**config.mk**
```make
export PLATFORM = sky130hd
export DESIGN_NAME = fetch_pc_unit
export DESIGN_NICKNAME = d
export VERILOG_FILES = /design/src/rtl/fetch_pc_unit.sv
export SDC_FILE = /design/constraint.sdc
export NUM_CORES = 1
export LEC_CHECK = 0
export CORE_MARGIN = 3
export CORE_UTILIZATION = 50
export CTS_BUF_LIST = sky130_fd_sc_hd__clkbuf_16
export DETAILED_ROUTE_END_ITERATION = 7
export HOLD_SLACK_MARGIN = 0.15
export MAX_ROUTING_LAYER = met4
export PLACE_DENSITY = 0.85
export SLEW_MARGIN = 20
export SYNTH_ARGS = -nofsm -noshare
export SYNTH_HDL_FRONTEND = slang
export SYNTH_SLANG_ARGS = --single-unit
```
**constraint.sdc**
```tcl
create_clock -name clk -period 6.6 [get_ports clk]
set_input_delay 0.66 -clock clk [delete_from_list [all_inputs] [get_ports clk]]
set_output_delay 0.66 -clock clk [all_outputs]
set_load 0.02 [all_outputs]
```
**src/rtl/fetch_pc_unit.sv**
```systemverilog
// rtl/fetch_pc_unit.sv - program counter and next-PC selection with sticky fault trap
module fetch_pc_unit #(
    parameter logic [31:0] PC_INIT = 32'h0000_3000,
    parameter int          ADDR_W  = 10
) (
    input  logic              clk,
    input  logic              reset,
    input  logic              stall,
    input  logic [1:0]        npc_sel,
    input  logic              br_taken,
    input  logic [15:0]       imm16,
    input  logic [25:0]       imm26,
    input  logic [31:0]       ra,
    output logic [31:0]       pc,
    output logic [31:0]       pc_plus4,
    output logic [ADDR_W-1:0] im_addr,
    output logic              fault,
    output logic [31:0]       fetch_cnt
);

    typedef enum logic {
        RUN   = 1'b0,
        FAULT = 1'b1
    } state_t;

    localparam logic [32:0] LOW_BOUND  = {1'b0, PC_INIT};
    localparam logic [32:0] HIGH_BOUND = LOW_BOUND + (33'd4 << ADDR_W);

    state_t      state;
    logic [31:0] tgt;
    logic [31:0] brOffset;
    logic        tgtLegal;

    assign pc_plus4 = pc + 32'd4;
    assign brOffset = {{14{imm16[15]}}, imm16, 2'b00};

    // PC_INIT is word aligned, so the low two bits never borrow into the word index
    assign im_addr = pc[ADDR_W+1:2] - PC_INIT[ADDR_W+1:2];

    always_comb begin
        tgt = pc_plus4;
        unique case (npc_sel)
            2'b00: tgt = pc_plus4;
            2'b01: tgt = br_taken ? (pc_plus4 + brOffset) : pc_plus4;
            2'b10: tgt = {pc_plus4[31:28], imm26, 2'b00};
            2'b11: tgt = ra;
        endcase
    end

    assign tgtLegal = (tgt[1:0] == 2'b00)
                   && ({1'b0, tgt} >= LOW_BOUND)
                   && ({1'b0, tgt} <  HIGH_BOUND);

    always_ff @(posedge clk or posedge reset) begin
        if (reset) begin
            state     <= RUN;
            pc        <= PC_INIT;
            fault     <= 1'b0;
            fetch_cnt <= 32'd0;
        end else begin
            case (state)
                RUN: begin
                    if (!stall) begin
                        if (tgtLegal) begin
                            pc <= tgt;
                            if (fetch_cnt != 32'hFFFF_FFFF)
                                fetch_cnt <= fetch_cnt + 32'd1;
                        end else begin
                            fault <= 1'b1;
                            state <= FAULT;
                        end
                    end
                end
                FAULT: begin
                    // frozen until reset
                end
                default: state <= FAULT;
            endcase
        end
    end

endmodule

```
# Word level (Yosys, flattened, before mapping)

Cells that the tools add are included.

Output and inout port bits: 107
Latch bits: 0
RAM bits: 0
Bits in registers: 66
Memories kept: 0
Memory bits (read-only): 0

$mul: 0
Add/subtract/negate cells: 3
Order comparisons: 2
Equality and inequality tests: 4
Multiplexer cells: 5
Shift operators: 0
Reduce and logical (&&, ||, !) cells: 7
Div/mod/pow operators: 0
Bitwise logic cells: 3

Operator list:

| kind                    | number |
|---|---|
| $pmux W32 S4            | 1 |
| $add A32 B1 Y32 const B | 1 |
| $add A32 B3 Y32 const B | 1 |
| $add A32 B32 Y32        | 1 |
| $ge A32 B14 Y1 const B  | 1 |
| $lt A32 B15 Y1 const B  | 1 |
| $mux W32                | 1 |
| $ne A32 B32 Y1 const B  | 1 |
| $reduce_and A3 Y1       | 2 |
| $eq A2 B2 Y1 const B    | 2 |
| $logic_not A2 Y1        | 2 |
| $reduce_and A4 Y1       | 1 |
| $mux W1                 | 3 |
| $not A1 Y1              | 3 |
| $eq A2 B1 Y1 const B    | 1 |
| $logic_and A1 B1 Y1     | 2 |

# Logic depth before layout (Yosys ltp)

Word-level depth: 10
Gate-level depth with buffers: 21
Mapped depth without buffers: 17

# Worst setup path before layout

No wires, ideal clock.

Path type: reg-to-reg
Start: reg pc[12]
End: reg pc[10]
Library setup time: 0.133 ns
Stages on the path, launching flop included: 20
Data required time: 6.467 ns
Arrival: 5.087 ns
Buffers on the path: 3
Setup slack: 1.380 ns
Clock period less this slack: 5.220 ns
Cells stage by stage: dfstp_2 > nand4_1 > or3_1 > nor2_1 > xor2_1 > ha_1 > clkbuf_1 > a21o_1 > a21boi_0 > nand2_1 > or4_1 > a22oi_1 > mux2i_1 > nand4_1 > nor4_1 > nand4b_1 > clkbuf_1 > clkbuf_1 > nand2_1 > o21ai_0

Longest elaborated chain between the ends: 8

RTL lines:

| item                          | line | source |
|---|---|---|
| start: declaration            | 14   | `output logic [31:0] pc,` |
| start signal: assignment      | 65   | `pc <= tgt;` |
| $add A32 B3 Y32 *             | 34   | `assign pc_plus4 = pc + 32'd4;` |
| via pc_plus4[17]              | 15   | `output logic [31:0] pc_plus4,` |
| $add A32 B32 Y32              | 44   | `2'b01: tgt = br_taken ? (pc_plus4 + brOffset) : pc_plus4;` |
| $mux W32                      | 44   |  |
| $pmux W32 S4 *                | 42   | `unique case (npc_sel)` |
| $ge A32 B14 Y1                | 51   | `&& ({1'b0, tgt} >= LOW_BOUND)` |
| $logic_and A1 B1 Y1           | 51   |  |
| $logic_and A1 B1 Y1 *         | 52   | `&& ({1'b0, tgt} < HIGH_BOUND);` |
| $reduce_and A3 Y1 (no line) * | n/a  |  |

The timed path passes the listed nets; every way through them passes the cells marked *.
A chain may end at the register's enable or synchronous reset.

# Worst setup path in the final report

Start: reg pc[12]
End: reg fetch_cnt[16]

Longest elaborated chain between the ends: 8

RTL lines:

| item                          | line | source |
|---|---|---|
| $add A32 B3 Y32 *             | 34   |  |
| $add A32 B32 Y32              | 44   |  |
| $mux W32                      | 44   |  |
| $pmux W32 S4 *                | 42   |  |
| $ge A32 B14 Y1                | 51   |  |
| $logic_and A1 B1 Y1           | 51   |  |
| $logic_and A1 B1 Y1 *         | 52   |  |
| $reduce_and A4 Y1 (no line) * | n/a  |  |
| end signal: assignment        | 67   | `fetch_cnt <= fetch_cnt + 32'd1;` |
| end: declaration              | 18   | `output logic [31:0] fetch_cnt` |

Mark *: on every way between the ends. The rest lies on a longest branch, timed or not.

==> results.toml <==
[setup_path]
crit_start = "pc[12]$_DFFE_PP1P_"
r2r-end = "fetch_cnt[16]$_DFFE_PP0P_"
reg2reg_depth = 17
endpoint_kind = "register"
endpoint = "fetch_cnt[16]$_DFFE_PP0P_"
arrival_ps = 6420
crit_type = "reg2reg"
start_kind = "register"
reg2reg_slack_ps = 440
timing.rr.start = "pc[12]$_DFFE_PP1P_"
cp_max_fo = 17
critPathRequiredTime_ps = 6860

[logic_synthesis]
synth_edf_count = 0
synth_area_um2 = 6830
synth.distinct_cells = 78
async_reset_ff_share_pct = 100
postSynthCellCount = 900
synth_commonest_cells = "107 x nand2_1, 74 x nor2_1, 69 x o21ai_0"
synth.ff_latch_count = 66
synth_top_area_share_pct = 23.5
synth_area_leader_cell = "dfrtp_1"
avgSynthCellArea_um2 = 7.59
synth.area.top_cells = "dfrtp_1 23%, ha_1 6.2%, nand2_1 5.9%"
yosys_most_used_dff = "dfrtp_1"
syn_nets = 1015
ys_seq_area_share_pct = 24.2
yosys.cell_count.top_type = "nand2_1"
yosysWarnings = 0

[grt]
antenna_found_initial = 0
gr-usage-met2_pct = 54.9
grt_remaining_overflow = 0
grt_pass1_vias = 7565
grt_max_degree = 67
gr-max-usage-layer = "met2"
track_usage_pct = 35.8
use_met3_pct = 8.29
use_met1_pct = 45.7
grt_pass1_wl_um = 40200

[detailed_routing]
wl_per_cell_um = 21.7
drt_iter0_drc = 926
ant_nets = 0
drc = 0
vias = 7894
totalWireLength_um = 26900
vias_per_cell = 6.37
drt-pass1-iter-count = 6

[cells_and_area]
n_antenna_cell = 0
final-seq-area_um2 = 1650
multiInputGateArea_um2 = 4830
layout.nets = 1173
syn_to_final_growth_pct = 32.9
fill_cells = 1085
drive_gt1_share_pct = 5.74

[cts]
post_cts_buffers = 0
clock-root-buffer = "clkbuf_16"
cts_max_path_buffers = 2
cts_tree = "built"
clk_pin_slew_ps = 50
cts.sink_count = 66
holdBufCountCts = 0
cts_resized = 0
cts_buffers = 9
clk-insertion-delay-late_ps = 330
cts_max_level = 3

[timing]
hold_viol_final = 0
rsz0062_at_grt = "no"
fin_crit_ps = 6160
slew_violations = 0
setup_slack_ps = 438
slew_headroom_pct = 34.1
setup_viol = 0
fmax_ghz = 0.162
finClkSkew_ps = 3.51
period_share_pct = 93.4
setup_tns_ps = 0
worst-slew-pin-transition_ps = 985

[floorplan]
start_util_pct = 51.4
dieHeight_um = 123
core.rowCount = 42
io_pins = 187
die-area_um2 = 15100
core_area_um2 = 13300
die_x_um = 123

[place]
post-place-ws_ps = 711
port_buffers = 186
hpwlAfterDp_um = 20900
gp_congestion = 1.08

[flow_run]
drv_cap = 0

[pwr]
ir_drop_mv = 0.208
p_leak_nw = 3.88
power_density_nw_per_um2 = 125

[run_status]
status = "finished, final reports clean"

[min_path]
hold_class = "reg2reg"
==> state kept, by name, summed over array words and instances, names as in the netlist <==
register / cells
pc: 32
fault: 1
state: 1
fetch_cnt: 32
==> cells in the final DEF, fill, tap and decap left out, drive strengths merged, types with 11 or more instances in the layout <==
cell type	netlist	layout
clkdlybuf4s50	0	184
nand2	107	107
nor2	74	74
o21ai	73	73
dfrtp	64	64
a21oi	57	57
xor2	40	40
nand4	37	37
nor3	36	36
nand3	35	35
ha	34	34
xnor2	26	26
inv	23	23
and2	20	20
nor4	19	19
mux2i	18	18
buf	24	17
or3	15	15
and3	13	13
a21o	11	11
==> worst max-delay path: stages (launching register included) <==
cell and delay (ps):
dfstp_2 570, nand4_1 310, nor3_1 520, nand3_1 160
xnor2_1 570, ha_1 460, and2_1 210, a21boi_0 330
nand2_1 120, or4_1 490, a22oi_1 240, mux2i_1 280
nand4_1 120, nor4_1 630, nand4b_1 350, buf_4 310
nor3_1 240, xor2_1 170
==> where the power goes <==
part / internal (W) / switching (W) / leakage [nW] / total (W)
combinational: 0.0000959 / 0.000124 / 2.87 / 0.000220
sequential: 0.000405 / 0.000000406 / 0.865 / 0.000406
clock: 0.000329 / 0.000179 / 0.151 / 0.000508
total: 0.000831 / 0.000304 / 3.88 / 0.00113
==> how the worst min path moves through the flow <==
| stage | start | endpoint | slack, ps | depth (start not counted) |
|---|---|---|---|---|
| after floorplan | state$_DFF_PP0_ | state$_DFF_PP0_ | 470 | 1 |
| final | fetch_cnt[26]$_DFFE_PP0P_ | fetch_cnt[26]$_DFFE_PP0P_ | 500 | 1 |
| after global routing | fetch_cnt[8]$_DFFE_PP0P_ | fetch_cnt[8]$_DFFE_PP0P_ | 510 | 1 |
| after CTS | fetch_cnt[16]$_DFFE_PP0P_ | fetch_cnt[16]$_DFFE_PP0P_ | 490 | 1 |
| after global placement | fault$_DFFE_PP0P_ | fault$_DFFE_PP0P_ | 470 | 1 |
| after detailed placement | fault$_DFFE_PP0P_ | fault$_DFFE_PP0P_ | 460 | 1 |
==> cell type report <==
cell class,instances,area share (%)
Clock buffer,9,2.48
Clock inverter,7,1.03
Inverter,24,0.993
Tap cell,176,2.43
Multi-Input combinational cell,756,53.2
Sequential cell,66,18.2
Timing Repair Buffer,201,21.6
==> per-stage QoR <==
step                      total power (W)  utilization [%]  area (µm²)  hold WS, ps  cells
after floorplan                  0.000530                -        6830          465    900
after global placement           0.000626             65.9        8760          468   1223
after detailed placement         0.000626             65.9        8760          456   1223
after CTS                         0.00113             68.3        9070          491   1239
after global routing              0.00117             68.3        9070          511   1239
final                             0.00113             68.3        9070          499   1239
==> kinds of logic (layout without fill, tap and decap cells) <==
| group | count (synthesis) | in the layout | share of synthesized area, % |
|---|---|---|---|
| AO/OA/AOI/OAI | 234 | 234 | 21.9 |
| XOR/XNOR | 66 | 66 | 8.47 |
| AND/OR/NAND/NOR | 395 | 395 | 29.8 |
| adder cells (fa/ha/maj) | 35 | 35 | 6.52 |
| multiplexers | 26 | 26 | 3.96 |
| flip-flops | 66 | 66 | 24.2 |
| buffers and inverters | 78 | 241 | 5.08 |
==> routing by layer <==
layer | wire, µm | part of all wire (%)
met5 | 0 | 0
met4 | 1020 | 3.8
met3 | 2820 | 10
met2 | 12200 | 45
met1 | 10900 | 40
Note: power is estimated with default switching activity, not from simulation.
